==> config.mk <==
export PLATFORM = sky130hd
export DESIGN_NAME = display_counter_gen
export DESIGN_NICKNAME = d
export VERILOG_FILES = /design/src/rtl/display_gen_pkg.sv /design/src/rtl/key_sync_edge.sv /design/src/rtl/display_counter_gen.sv
export SDC_FILE = /design/constraint.sdc
export NUM_CORES = 1
export LEC_CHECK = 0
export ABC_CLOCK_PERIOD_IN_PS = 4200
export BUFFER_PORTS_ARGS = -buffer_cell sky130_fd_sc_hd__buf_2
export CORE_ASPECT_RATIO = 1.1
export CORE_UTILIZATION = 40
export DETAILED_ROUTE_END_ITERATION = 6
export GPL_TIMING_DRIVEN = 0
export HOLD_SLACK_MARGIN = 0.03
export SLEW_MARGIN = 20
export SYNTH_ARGS = -nofsm -noshare
export SYNTH_HDL_FRONTEND = slang
export SYNTH_SLANG_ARGS = --single-unit
==> constraint.sdc <==
create_clock -name clk -period 4.2 [get_ports clk]
set_clock_uncertainty 0.05 [all_clocks]
set_input_delay 1.05 -clock clk [delete_from_list [all_inputs] [get_ports clk]]
set_output_delay 1.05 -clock clk [all_outputs]
set_load 0.005 [all_outputs]
==> src/rtl/display_gen_pkg.sv <==
// Shared types and constants for the display counter generator.
// Key indices map the push-keys onto their roles.
package display_gen_pkg;

    typedef enum logic {ST_RUN = 1'b0, ST_PAUSE = 1'b1} gen_state_t;

    localparam int KEY_RST  = 0;
    localparam int KEY_RUN  = 1;
    localparam int KEY_DIR  = 2;
    localparam int KEY_STEP = 3;
    localparam int NUM_KEYS = 4;

    function automatic logic [3:0] digit_max(input int decimal);
        return (decimal != 0) ? 4'd9 : 4'd15;
    endfunction

endpackage

==> src/rtl/key_sync_edge.sv <==
// Per-key three-flop synchronizer: z1 -> z2 gives the clean level, z3 gives
// the previous level for rising-edge detection.
module key_sync_edge #(
    parameter int N_KEYS = 4
) (
    input  logic              clk,
    input  logic              srst,
    input  logic [N_KEYS-1:0] raw,
    output logic [N_KEYS-1:0] level,
    output logic [N_KEYS-1:0] rise
);

    genvar gi;
    generate
        for (gi = 0; gi < N_KEYS; gi++) begin : g_key
            logic [2:0] z_reg;

            always_ff @(posedge clk) begin
                if (srst) begin
                    z_reg <= '0;
                end else begin
                    z_reg <= {z_reg[1:0], raw[gi]};
                end
            end

            assign level[gi] = z_reg[1];
            assign rise[gi]  = z_reg[1] & ~z_reg[2];
        end
    endgenerate

endmodule

==> src/rtl/display_counter_gen.sv <==
// N-digit hex/BCD up/down counter advanced by a prescaler tick, with
// run/pause, direction and single-step keys, driving display and LEDs.
module display_counter_gen
    import display_gen_pkg::*;
#(
    parameter int N_DIGITS      = 4,
    parameter int DECIMAL       = 0,
    parameter int TICK_DIV      = 50_000_000,
    parameter int SIM_TICK_DIV  = 16,
    parameter int is_simulation = 0
) (
    input  logic                  clk,
    input  logic                  reset_p,
    input  logic [3:0]            key_sw_p,
    output logic [4*N_DIGITS-1:0] display_number,
    output logic [3:0]            led_p
);

    localparam int              DIV      = (is_simulation != 0) ? SIM_TICK_DIV : TICK_DIV;
    localparam int              PW       = $clog2(DIV);
    localparam logic [PW-1:0]   PRE_LAST = PW'(DIV - 1);
    localparam logic [3:0]      DMAX     = digit_max(DECIMAL);

    logic [NUM_KEYS-1:0] key_level;
    logic [NUM_KEYS-1:0] key_rise;
    logic                rst_key_reg;
    logic                rst_i;
    gen_state_t          state_reg, state_next;
    logic [PW-1:0]       pre_reg, pre_next;
    logic                tick;
    logic                count_ev;
    logic                down;
    logic [N_DIGITS-1:0][3:0] digit_reg;
    logic [N_DIGITS-1:0][3:0] digit_next;
    logic [N_DIGITS-1:0] at_limit;
    logic [N_DIGITS:0]   carry;
    logic                wrap_reg;
    logic                hb_reg;
    logic                dir_reg;
    logic                unused_keys;

    key_sync_edge #(.N_KEYS(NUM_KEYS)) u_keys (
        .clk   (clk),
        .srst  (reset_p),
        .raw   (key_sw_p),
        .level (key_level),
        .rise  (key_rise)
    );

    assign unused_keys = ^{key_rise[KEY_RST], key_rise[KEY_DIR],
                           key_level[KEY_RUN], key_level[KEY_STEP]};

    // Soft reset is one flop behind z2 so the synchronizer itself never resets it.
    always_ff @(posedge clk) begin
        if (reset_p) begin
            rst_key_reg <= 1'b0;
        end else begin
            rst_key_reg <= key_level[KEY_RST];
        end
    end

    assign rst_i = reset_p | rst_key_reg;
    assign down  = key_level[KEY_DIR];
    assign tick  = (state_reg == ST_RUN) && (pre_reg == PRE_LAST);

    always_comb begin
        state_next = state_reg;
        pre_next   = '0;
        count_ev   = 1'b0;
        case (state_reg)
            ST_RUN: begin
                count_ev = tick;
                pre_next = tick ? '0 : pre_reg + 1'b1;
                if (key_rise[KEY_RUN]) begin
                    state_next = ST_PAUSE;
                    pre_next   = '0;
                end
            end
            default: begin
                // A run toggle wins over a simultaneous step.
                count_ev = key_rise[KEY_STEP] & ~key_rise[KEY_RUN];
                if (key_rise[KEY_RUN]) begin
                    state_next = ST_RUN;
                end
            end
        endcase
    end

    always_comb begin
        carry    = '0;
        carry[0] = count_ev;
        for (int i = 0; i < N_DIGITS; i++) begin
            carry[i+1] = carry[i] & at_limit[i];
        end
    end

    genvar gi;
    generate
        for (gi = 0; gi < N_DIGITS; gi++) begin : g_digit
            assign at_limit[gi] = down ? (digit_reg[gi] == 4'd0) : (digit_reg[gi] == DMAX);
            assign digit_next[gi] = !carry[gi]   ? digit_reg[gi] :
                                    at_limit[gi] ? (down ? DMAX : 4'd0) :
                                    down         ? digit_reg[gi] - 4'd1 :
                                                   digit_reg[gi] + 4'd1;
            assign display_number[gi*4 +: 4] = digit_reg[gi];
        end
    endgenerate

    always_ff @(posedge clk) begin
        if (rst_i) begin
            state_reg <= ST_RUN;
            pre_reg   <= '0;
            digit_reg <= '0;
            wrap_reg  <= 1'b0;
            hb_reg    <= 1'b0;
            dir_reg   <= 1'b0;
        end else begin
            state_reg <= state_next;
            pre_reg   <= pre_next;
            dir_reg   <= down;
            if (count_ev) begin
                digit_reg <= digit_next;
                hb_reg    <= ~hb_reg;
            end
            if (carry[N_DIGITS]) begin
                wrap_reg <= 1'b1;
            end
        end
    end

    assign led_p = {hb_reg, wrap_reg, dir_reg, state_reg == ST_RUN};

endmodule

### After elaboration in Yosys (flattened, before gate mapping)

Index checks and enable logic that the tools add are counted.

| storage, ports and cells | value |
|---|---|
| bits in registers | 57 |
| ROM bits | 0 |
| logic and storage cells | 67 |
| latch bits | 0 |
| RAM bits | 0 |
| output and inout bits | 20 |
| memories | 0 |

| operators by class | value |
|---|---|
| shift-type cells | 0 |
| reductions and logical operators | 9 |
| muxes and demuxes | 17 |
| bitwise logic cells | 13 |
| eq/ne operators | 5 |
| divide/modulo/power cells | 0 |
| add/sub/neg operators | 9 |
| multiply operators | 0 |
| order comparisons | 0 |

Operator list:

| operator | number |
|---|---|
| 4-bit two-way mux | 9 |
| 26-bit by 1-bit adder with 26-bit output, second input constant | 1 |
| 26-bit == test, second input constant | 1 |
| 4-bit by 1-bit adder with 4-bit output, second input constant | 4 |
| 4-bit == test, second input constant | 4 |
| 4-bit zero test | 4 |
| 4-bit by 1-bit subtractor with 4-bit output, second input constant | 4 |
| 1-bit two-way mux | 8 |
| 1-bit bitwise AND | 7 |
| 2-bit AND reduction | 3 |
| 1-bit inverter | 5 |
| 4-bit OR reduction | 1 |
| 1-bit logical AND | 1 |
| 1-bit bitwise OR | 1 |

### Depth between registers and ports, before layout

Gate-level depths: netlist (run 1).

| depth | value |
|---|---|
| depth after elaboration | 9 |
| depth in mapped cells | 7 |

### Modules after synthesis

A second synthesis (run 1) with hierarchy kept.

| unflattened totals | value |
|---|---|
| cells, all modules | 347 |
| area, all modules | 3,120.5 um^2 |

By module, submodules not included:

| module | area each (um^2) | instances | cells an instance |
|---|---|---|---|
| display_counter_gen | 2,698.8 | 1 | 314 |
| key_sync_edge | 421.7 | 1 | 33 |

### Worst setup path before layout (run 1)

Ideal clock, no wire load.

| timing | value |
|---|---|
| kind | input -> register |
| start | in reset_p |
| end | reg pre_reg[10] |
| required time | 4,086 ps |
| cell stages on the path | 6 |
| arrival | 2,120 ps |
| slack | 1,966 ps |
| setup time | 64 ps |
| path buffers | 2 |
| cells stage by stage | or2_2 -> clkbuf_1 -> nor3_1 -> nand2_1 -> buf_2 -> nor2_1 |

| on the way | value |
|---|---|
| cells in the longest elaborated chain, start to end | 2 |

Ends and longest elaborated chain:

| item | line | source |
|---|---|---|
| start, declared | display_counter_gen.sv:13 | `input logic reset_p,` |
| 1-bit bitwise OR | display_counter_gen.sv:62 | `assign rst_i = reset_p \| rst_key_reg;` |
| 4-bit OR reduction (no line) | n/a |  |
| end signal, assigned | display_counter_gen.sv:119 | `pre_reg <= pre_next;` |
| end, declared | display_counter_gen.sv:29 | `logic [PW-1:0] pre_reg, pre_next;` |

No other way between the ends.
A chain may end at the register's enable or synchronous reset.

### Worst setup path in the final report (run 1)

| timing | value |
|---|---|
| start | reg u_keys.g_key[2].z_reg[1] |
| end | reg wrap_reg |

| on the way | value |
|---|---|
| cells in the longest elaborated chain, start to end | 5 |
| elaborated cells on any way between the ends | 8 |
| classes of those cells | mux (4); bitwise (4) |

Ends and longest elaborated chain:

| item | line | source |
|---|---|---|
| start, declared | key_sync_edge.sv:16 | `logic [2:0] z_reg;` |
| start signal, assigned | key_sync_edge.sv:22 | `z_reg <= {z_reg[1:0], raw[gi]};` |
| 1-bit two-way mux | display_counter_gen.sv:100 | `assign at_limit[gi] = down ? (digit_reg[gi] == 4'd0) : (digit_reg[gi] == DMAX);` |
| 1-bit bitwise AND (3 in a row) | display_counter_gen.sv:93 | `carry[i+1] = carry[i] & at_limit[i];` |
| 1-bit bitwise AND (*) | display_counter_gen.sv:93 |  |
| end signal, assigned | display_counter_gen.sv:114 | `wrap_reg <= 1'b0;` |
| end signal, assigned | display_counter_gen.sv:126 | `wrap_reg <= 1'b1;` |
| end, declared | display_counter_gen.sv:37 | `logic wrap_reg;` |

Mark *: on every way between the ends. The rest lies on a longest branch, timed or not.

==> flow_summary.json, run 1 <==
{
  "status": "finished, final reports clean",
  "port_buffers": 25,
  "grt_pass1_wl_um": 10800,
  "stdcell_count": 462,
  "path_max_fanout": 9,
  "clk_pin_slew_ns": 0.06,
  "yosys-top-cells-area": "dfxtp_1 39%, xor2_1 6.3%, nor2_1 4.7%",
  "crit_path_end_kind": "flip-flop",
  "num_rows": 32,
  "grt.overflow.total": 0,
  "seq_area_frac_synth_pct": 38.8,
  "p_leak_nw": 1.27,
  "drt_iter0_markers": 148,
  "min_path_cells": 1,
  "nFillCells": 725,
  "drv_slew": 0,
  "synth_edf_count": 0,
  "drv_cap": 0,
  "hp-class": "flip-flop to flip-flop",
  "grt_max_degree": 11,
  "path_class": "flip-flop to flip-flop",
  "gp_congestion": 0.850,
  "dp_cells": 446,
  "drt_drc_violations_left": 0,
  "die_w_um": 83.7,
  "ys_top_cells_by_count": "57 x dfxtp_1, 37 x nor2_1, 26 x nand3_1, 23 x a21oi_1, 21 x xor2_1",
  "final_layout_size_suffix_gt1_share_pct": 15.6,
  "fp.dieArea_um2": 7690,
  "cts_buffer_depth": 2,
  "period_needed_ns": 2.67,
  "worstPathArrival_ns": 2.88,
  "async_reset_ff_share_pct": 0,
  "yosys.area.top_type": "dfxtp_1",
  "htree_levels": 3,
  "fp.dieH_um": 91.9,
  "first_pass_iters": 4,
  "fmax_mhz": 375,
  "synth_ff_type": "dfxtp_1",
  "largest_reg_flops": 26,
  "cts_buffers": 9,
  "layout.nets": 391,
  "grtUsageTotal_pct": 17.7,
  "ir_worst_vdd_uv": 184,
  "synth_area_um2": 2940,
  "rsz0062_at_grt": "false",
  "finalHoldViolCount": 0,
  "cts.repair.resized": 0,
  "root_buffer": "clkbuf_8",
  "tritoncts": "yes",
  "core_area_um2": 7050,
  "yosys.area.top_type_share_pct": 38.8,
  "fin_crit_sh_pct": 63.5,
  "cts_setup_buffers": 0,
  "synth.distinct_cells": 54,
  "drt-wirelength-per-cell_um": 13.9,
  "relSlewSlack_pct": 30.3,
  "tightest_slew_ns": 1.04,
  "cp-start-kind": "flip-flop",
  "drt_wl_total_um": 6430,
  "powerDensity_nw_per_um2": 334,
  "vias": 2467,
  "ys_warn_count": 0,
  "io_pins": 26,
  "hpwl_um": 4520,
  "syn_to_final_growth_pct": 14.6,
  "ant_nets": 0,
  "setup_tns_ns": 0,
  "clock_latency_ns": 0.34,
  "synth-seq-cells": 57,
  "yosysMostFrequentCell": "dfxtp_1",
  "avgSynthCellArea_um2": 8.75,
  "initial_core_util_pct": 41.7,
  "antenna_found_initial": 0,
  "finalSetupViolations": 0,
  "n_antenna_cell": 0,
  "rr_worst_depth": 6,
  "ctsHoldBuffers": 0,
  "grt_pass1_vias": 2310,
  "syn_nets": 355,
  "vias_per_cell": 5.34,
  "syn_inst": 336,
  "cts.sinks": 57,
  "required_ns": 4.41
}
## kinds of logic (layout without fill, tap and decap cells)
logic type                 count (synthesis)  in the layout  share of synthesized area, %
adders and majority gates                 13             13                          6.56
AOI/OAI and AO/OA                         59             59                          12.4
xor gates and xnor gates                  32             32                          9.54
DFF                                       57             57                          38.8
muxes                                      5              5                          1.92
and+or+nand+nor                          144            144                          26.6
buffers and inverters                     26             67                          4.13
## layer usage
layer / part of all wire (%) / GRT usage (%) / vias up
met1: 48 / 21.2 / 1160
met2: 47 / 29.0 / 38
met5: 0 / 0 / -
met3: 3.5 / 5.04 / 8
met4: 1.2 / 8.47 / 0
li1: - / - / 1261
## placed cells by master, fill, tap and decap left out, types with 3 or more instances in the layout
| master | instances |
|---|---|
| nor2b_1 | 14 |
| nand4_1 | 6 |
| nor2_1 | 37 |
| ha_1 | 9 |
| nand4b_1 | 4 |
| nand3_1 | 26 |
| buf_4 | 3 |
| and4_1 | 5 |
| and3_1 | 6 |
| nor4_1 | 4 |
| clkbuf_8 | 10 |
| fa_1 | 4 |
| xor2_1 | 21 |
| clkbuf_1 | 6 |
| nor3_1 | 7 |
| a21oi_1 | 23 |
| o21ai_0 | 16 |
| inv_1 | 12 |
| a211oi_1 | 3 |
| nand2_1 | 17 |
| xnor2_1 | 11 |
| buf_2 | 29 |
| dfxtp_1 | 57 |
| or3_1 | 3 |
## power by group
group,internal (mW),switching [mW]
Sequential,0.549,0.00686
Combinational,0.0229,0.0349
Clock,0.288,0.225
## cell type report
class                   count  area (um2)  area share (%)
clock inverters             5        55.1            1.64
multi-input cells         253        1680            49.8
plain buffers              13        72.6            2.16
clock buffers              11         141            4.20
flip-flops and latches     57        1140            33.9
repair buffers             25         125            3.72
inverters                  13        48.8            1.45
well taps                  85         106            3.16
## worst paths after layout
check	to	from	slack, ns
setup / recovery	wrap_reg	u_keys.g_key[2].z_reg[1]	1.53
setup reg to reg	wrap_reg	u_keys.g_key[2].z_reg[1]	1.53
hold / removal	u_keys.g_key[0].z_reg[1]	u_keys.g_key[0].z_reg[0]	0.39
hold reg to reg	u_keys.g_key[0].z_reg[1]	u_keys.g_key[0].z_reg[0]	0.39
## stage by stage
step	total power [mW]	setup slack, ns	cell area, um2	hold WS (ns)	util, %
global placement	0.625	1.48	3170	0.366	45.0
floorplan	0.608	1.97	2940	0.364	-
finish	1.13	1.53	3370	0.385	47.8
global route	1.17	1.30	3370	0.403	47.8
detailed placement	0.626	1.44	3170	0.370	45.0
CTS	1.14	1.52	3370	0.386	47.8
## critical path, cell delays in order, from the launching register on
cell,delay (ns)
dfxtp_1,0.60
buf_2,0.29
or4b_2,0.63
mux2i_2,0.39
and3_1,0.37
a21oi_1,0.10
nor3_1,0.16
(Power assumes the default switching activity.)
==> inputs of run 2 (changes only) <==
--- a/config.mk
+++ b/config.mk
@@ -5,7 +5,7 @@
 export SDC_FILE = /design/constraint.sdc
 export NUM_CORES = 1
 export LEC_CHECK = 0
-export ABC_CLOCK_PERIOD_IN_PS = 4200
+export ABC_CLOCK_PERIOD_IN_PS = 2300
 export BUFFER_PORTS_ARGS = -buffer_cell sky130_fd_sc_hd__buf_2
 export CORE_ASPECT_RATIO = 1.1
 export CORE_UTILIZATION = 40
==> constraint.sdc (replaced) <==
create_clock -name clk -period 2.3 [get_ports clk]
set_clock_uncertainty 0.05 [all_clocks]
set_input_delay 0.575 -clock clk [delete_from_list [all_inputs] [get_ports clk]]
set_output_delay 0.575 -clock clk [all_outputs]
set_load 0.005 [all_outputs]
==> run 2 against run 1 <==
Die area did not move. Sequential cell count is the same. Hold slack about the same. Clock-buffer cell count stayed put. Via count rose by 1.6%. Cell area increased by 3.0%. Largest cell class unchanged. First-iteration DRC count shrank 27%.
==> flow_summary.json, run 2 (same netlist as run 1, synthesis figures left out) <==
{
  "largest_reg_flops": 26,
  "worstHoldEndpoint": "u_keys.g_key[0].z_reg[1]",
  "cts_buffers": 9,
  "tightest_slew_ns": 0.663,
  "core_area_um2": 7050,
  "first_pass_iters": 4,
  "drt_iter0_markers": 108,
  "initial_core_util_pct": 41.7,
  "grtUsageTotal_pct": 17.9,
  "final_cell_mix": "54 x dfxtp_1, 37 x nor2_1, 26 x nand3_1, 25 x buf_2, 23 x a21oi_1",
  "setup_ws_ns": 0.0681,
  "ir_worst_vdd_uv": 334,
  "grt.overflow.total": 0,
  "rr_worst_depth": 6,
  "grt_max_degree": 11,
  "drt-wirelength-per-cell_um": 13.9,
  "tritoncts": "yes",
  "drt_drc_violations_left": 0,
  "stdcell_count": 466,
  "grt_pass1_vias": 2334,
  "hpwl_um": 4520,
  "path_cells": "or4_1, or4_4, o21a_4, buf_4, o21ai_1, a21oi_1",
  "n_antenna_cell": 0,
  "power.total_mw": 2.07,
  "hp-class": "flip-flop to flip-flop",
  "vias_per_cell": 5.38,
  "ctsHoldBuffers": 0,
  "drv_slew": 0,
  "clk_pin_slew_ns": 0.07,
  "p_int_mw": 1.58,
  "port_buffers": 25,
  "fp.dieH_um": 91.9,
  "layout.nets": 395,
  "r2r_start": "pre_reg[9]",
  "pre_cts_ws_ns": -0.369,
  "cp-start-kind": "flip-flop",
  "cts_buffer_depth": 2,
  "layout_commonest_cell": "dfxtp_1",
  "rsz0062_at_grt": "true",
  "cts.sinks": 57,
  "powerDensity_nw_per_um2": 596,
  "hold_ws_ns": 0.385,
  "drv_cap": 0,
  "crit_path_end_kind": "flip-flop",
  "critPathMaxStageDelay_ns": 0.55,
  "status": "finished, final reports clean",
  "fin_crit_sh_pct": 97.0,
  "r2r_slack_ns": 0.07,
  "clock_latency_ns": 0.34,
  "gp_congestion": 0.850,
  "p_leak_nw": 1.30,
  "p_switching_mw": 0.489,
  "relSlewSlack_pct": 55.4,
  "vias": 2506,
  "dp_cells": 446,
  "root_buffer": "clkbuf_8",
  "path_class": "flip-flop to flip-flop",
  "period_needed_ns": 2.23,
  "htree_levels": 3,
  "clkPwrFrac_pct": 45.3,
  "path_max_fanout": 10,
  "required_ns": 2.46,
  "finalHoldViolCount": 0,
  "syn_to_final_growth_pct": 18.1,
  "finalSetupViolations": 0,
  "num_rows": 32,
  "comb_power_share_pct": 5.6,
  "ant_nets": 0,
  "drt_wl_total_um": 6480,
  "grt_pass1_wl_um": 10900,
  "antenna_found_initial": 0,
  "min_path_cells": 1,
  "fp.dieArea_um2": 7690,
  "r2r-end": "display_number[6]",
  "pwr-share-seq_pct": 49.1,
  "slowest_stage": "or4_4",
  "final_layout_size_suffix_gt1_share_pct": 18.6,
  "fmax_mhz": 448,
  "min_from": "u_keys.g_key[0].z_reg[0]",
  "fin_util_pct": 49.2,
  "worstPathArrival_ns": 2.39,
  "die_w_um": 83.7,
  "io_pins": 26,
  "p_sw_share_pct": 23.7
}
[run 2: changes by cell type in the layout (fill, tap and decap cells not counted), sizes merged]
cell  previous run  this run
buf             33        37
[run 2: through the flow]
step | instance area, um2 | setup TNS [ns]
floorplan | 2940 | 0
detailed placement | 3170 | -4.69
finish | 3470 | 0
global route | 3470 | -0.0155
global placement | 3170 | -3.74
CTS | 3430 | 0
[run 2: how the worst max path moves through the flow]
| stage | start | to | slack (ns) |
|---|---|---|---|
| final | pre_reg[9] | display_number[6] | 0.07 |
| after CTS | pre_reg[16] | display_number[12] | 0.001 |
| after detailed placement | u_keys.g_key[2].z_reg[1] | display_number[12] | -0.37 |
| after global placement | u_keys.g_key[2].z_reg[1] | wrap_reg | -0.32 |
| after global routing | pre_reg[9] | display_number[11] | -0.007 |
| after floorplan | u_keys.g_key[2].z_reg[1] | wrap_reg | 0.12 |
[run 2: final cells by class]
type | instances | area [um2]
Buffer | 12 | 82.6
Clock buffer | 11 | 141
Clock inverter | 5 | 55.1
Fill cell | 731 | 3580
Inverter | 13 | 48.8
Multi-Input combinational cell | 253 | 1710
Sequential cell | 57 | 1150
Tap cell | 85 | 106
Timing Repair Buffer | 30 | 175
[run 2: routing by layer]
layer  global-route usage (%)  part of all wire (%)  vias up
li1                         -                     -     1276
met1                     21.4                    47     1174
met2                     29.5                    48       45
met3                     5.04                   3.6       11
met4                     8.47                   1.6        0
met5                        0                     0        -
[run 2: critical path: cells and delay by family, from the launching register on]
kind | cells | cell delay (ns)
flops | 1 | 0.35
compound gates | 3 | 0.47
buf+inv | 1 | 0.18
simple gates | 2 | 1.06
[run 2: repair_timing]
item / 4_1_cts / 5_1_grt
setup endpoints to repair: 33 / 34
gates resized for setup: 10 / 15
buffers inserted: 3 / 2
pin swaps: 1 / 5
[run 2: power groups by stage]
stage | combinational (mW) | sequential, mW | clock, mW
global placement | 0.105 | 1.04 | 0
CTS | 0.113 | 1.01 | 0.969
floorplan | 0.0772 | 1.03 | 0
finish | 0.116 | 1.01 | 0.936
detailed placement | 0.107 | 1.04 | 0
global route | 0.129 | 1.02 | 1.01
==> inputs of run 3 (changes only) <==
--- a/config.mk
+++ b/config.mk
@@ -7,11 +7,14 @@
 export LEC_CHECK = 0
 export ABC_CLOCK_PERIOD_IN_PS = 2300
 export BUFFER_PORTS_ARGS = -buffer_cell sky130_fd_sc_hd__buf_2
+export CELL_PAD_IN_SITES_DETAIL_PLACEMENT = 1
+export CELL_PAD_IN_SITES_GLOBAL_PLACEMENT = 1
 export CORE_ASPECT_RATIO = 1.1
 export CORE_UTILIZATION = 40
 export DETAILED_ROUTE_END_ITERATION = 6
 export GPL_TIMING_DRIVEN = 0
 export HOLD_SLACK_MARGIN = 0.03
+export PLACE_DENSITY_LB_ADDON = 0.1
 export SLEW_MARGIN = 20
 export SYNTH_ARGS = -nofsm -noshare
 export SYNTH_HDL_FRONTEND = slang
==> run 3 against run 2 <==
Critical path type unchanged. Clock-buffer cell count down 1. Fmax up 0.43%. Final cell count unchanged. First-iteration DRC count down 43%. Register-to-register slack about the same. Critical endpoint is now display_number[15]. Power up 2.1%. Cell area up 0.14%.
==> flow_summary.json, run 3 (same netlist as run 1, synthesis figures left out) <==
{
  "syn_to_final_growth_pct": 18.2,
  "drt_wl_total_um": 7280,
  "finalSetupViolations": 0,
  "setup_tns_ns": 0,
  "pre_cts_ws_ns": -0.415,
  "fp.dieH_um": 91.9,
  "relSlewSlack_pct": 56.7,
  "io_pins": 26,
  "final_layout_size_suffix_gt1_share_pct": 19.2,
  "layout_commonest_cell": "dfxtp_1",
  "fmax_mhz": 450,
  "grt.overflow.total": 0,
  "hpwl_um": 5230,
  "drt_iter0_markers": 62,
  "ir_worst_vdd_uv": 352,
  "stdcell_count": 466,
  "cts_buffers": 9,
  "p_leak_nw": 1.30,
  "setup_ws_ns": 0.0777,
  "num_rows": 32,
  "worstPathArrival_ns": 2.39,
  "drv_cap": 0,
  "final_cell_mix": "54 x dfxtp_1, 37 x nor2_1, 26 x nand3_1, 25 x buf_2, 23 x a21oi_1",
  "grtUsageTotal_pct": 21.2,
  "die_w_um": 83.7,
  "crit_path_end_kind": "flip-flop",
  "cp-start-kind": "flip-flop",
  "drt-wirelength-per-cell_um": 15.6,
  "fin_crit_sh_pct": 96.6,
  "tightest_slew_ns": 0.644,
  "htree_levels": 3,
  "vias": 2566,
  "fin_util_pct": 49.3,
  "core_area_um2": 7050,
  "ant_nets": 0,
  "port_buffers": 25,
  "first_pass_iters": 4,
  "grt_pass1_vias": 2675,
  "finalHoldViolCount": 0,
  "drt_drc_violations_left": 0,
  "cts_buffer_depth": 2,
  "path_class": "flip-flop to flip-flop",
  "n_antenna_cell": 0,
  "clock_latency_ns": 0.35,
  "rsz0062_at_grt": "false",
  "drv_slew": 0,
  "required_ns": 2.47,
  "grt_max_degree": 12,
  "dp_cells": 446,
  "vias_per_cell": 5.51,
  "root_buffer": "clkbuf_8",
  "largest_reg_flops": 26,
  "fp.dieArea_um2": 7690,
  "hp-class": "primary input to flip-flop",
  "gp_congestion": 0.806,
  "tritoncts": "yes",
  "period_needed_ns": 2.22,
  "antenna_found_initial": 0,
  "clk_pin_slew_ns": 0.07,
  "powerDensity_nw_per_um2": 607,
  "cts.sinks": 57,
  "initial_core_util_pct": 41.7,
  "layout.nets": 395,
  "status": "finished, final reports clean",
  "path_max_fanout": 10,
  "grt_pass1_wl_um": 13000
}
## run 3: where the power goes
| part | internal [mW] | switching (mW) | leakage, nW |
|---|---|---|---|
| Clock | 0.528 | 0.450 | 0.0868 |
| Sequential | 1.00 | 0.0143 | 0.464 |
| Combinational | 0.0505 | 0.0672 | 0.745 |
| Total | 1.58 | 0.531 | 1.30 |
## run 3: metrics by stage
step	instance area (um2)	total power, mW	hold WS [ns]
3_5_place_dp	3170	1.15	0.385
5_1_grt	3470	2.19	0.381
3_3_place_gp	3170	1.14	0.370
6_report	3470	2.11	0.375
2_1_floorplan	2940	1.11	0.364
4_1_cts	3440	2.14	0.358
## run 3: metal layers
metal	routed length (um)	track usage (%)
met5	0	0
met1	3330	24.8
met2	3680	37.6
met4	134	8.62
met3	139	4.32
## run 3: critical path, cell delays in order, from the launching register on
cell	delay, ns
dfxtp_4	0.37
or4_1	0.49
or4_4	0.54
o21a_4	0.25
buf_6	0.15
o21ai_0	0.16
a21oi_1	0.08
## run 3: path summary, 6_finish.rpt
kind | from | endpoint | slack, ns | depth (start not counted)
setup reg to reg | pre_reg[9] | display_number[15] | 0.08 | 6
setup / recovery | pre_reg[9] | display_number[15] | 0.08 | 6
hold reg to reg | u_keys.g_key[2].z_reg[0] | u_keys.g_key[2].z_reg[1] | 0.39 | 1
hold / removal | reset_p | u_keys.g_key[0].z_reg[0] | 0.37 | 2
## run 3: what timing repair did
action	CTS	global route
setup buffers	4	1
setup endpoints to repair	36	36
hold buffers	0	0
gates resized for setup	11	16
pin swaps	1	3
gates cloned	0	0
## run 3: area by class of cell
type,count,area [um2]
Sequential cell,57,1150
Buffer,12,86.3
Tap cell,85,106
Clock buffer,10,138
Inverter,13,48.8
Timing Repair Buffer,30,163
Clock inverter,6,67.6
Fill cell,854,3570
Multi-Input combinational cell,253,1720
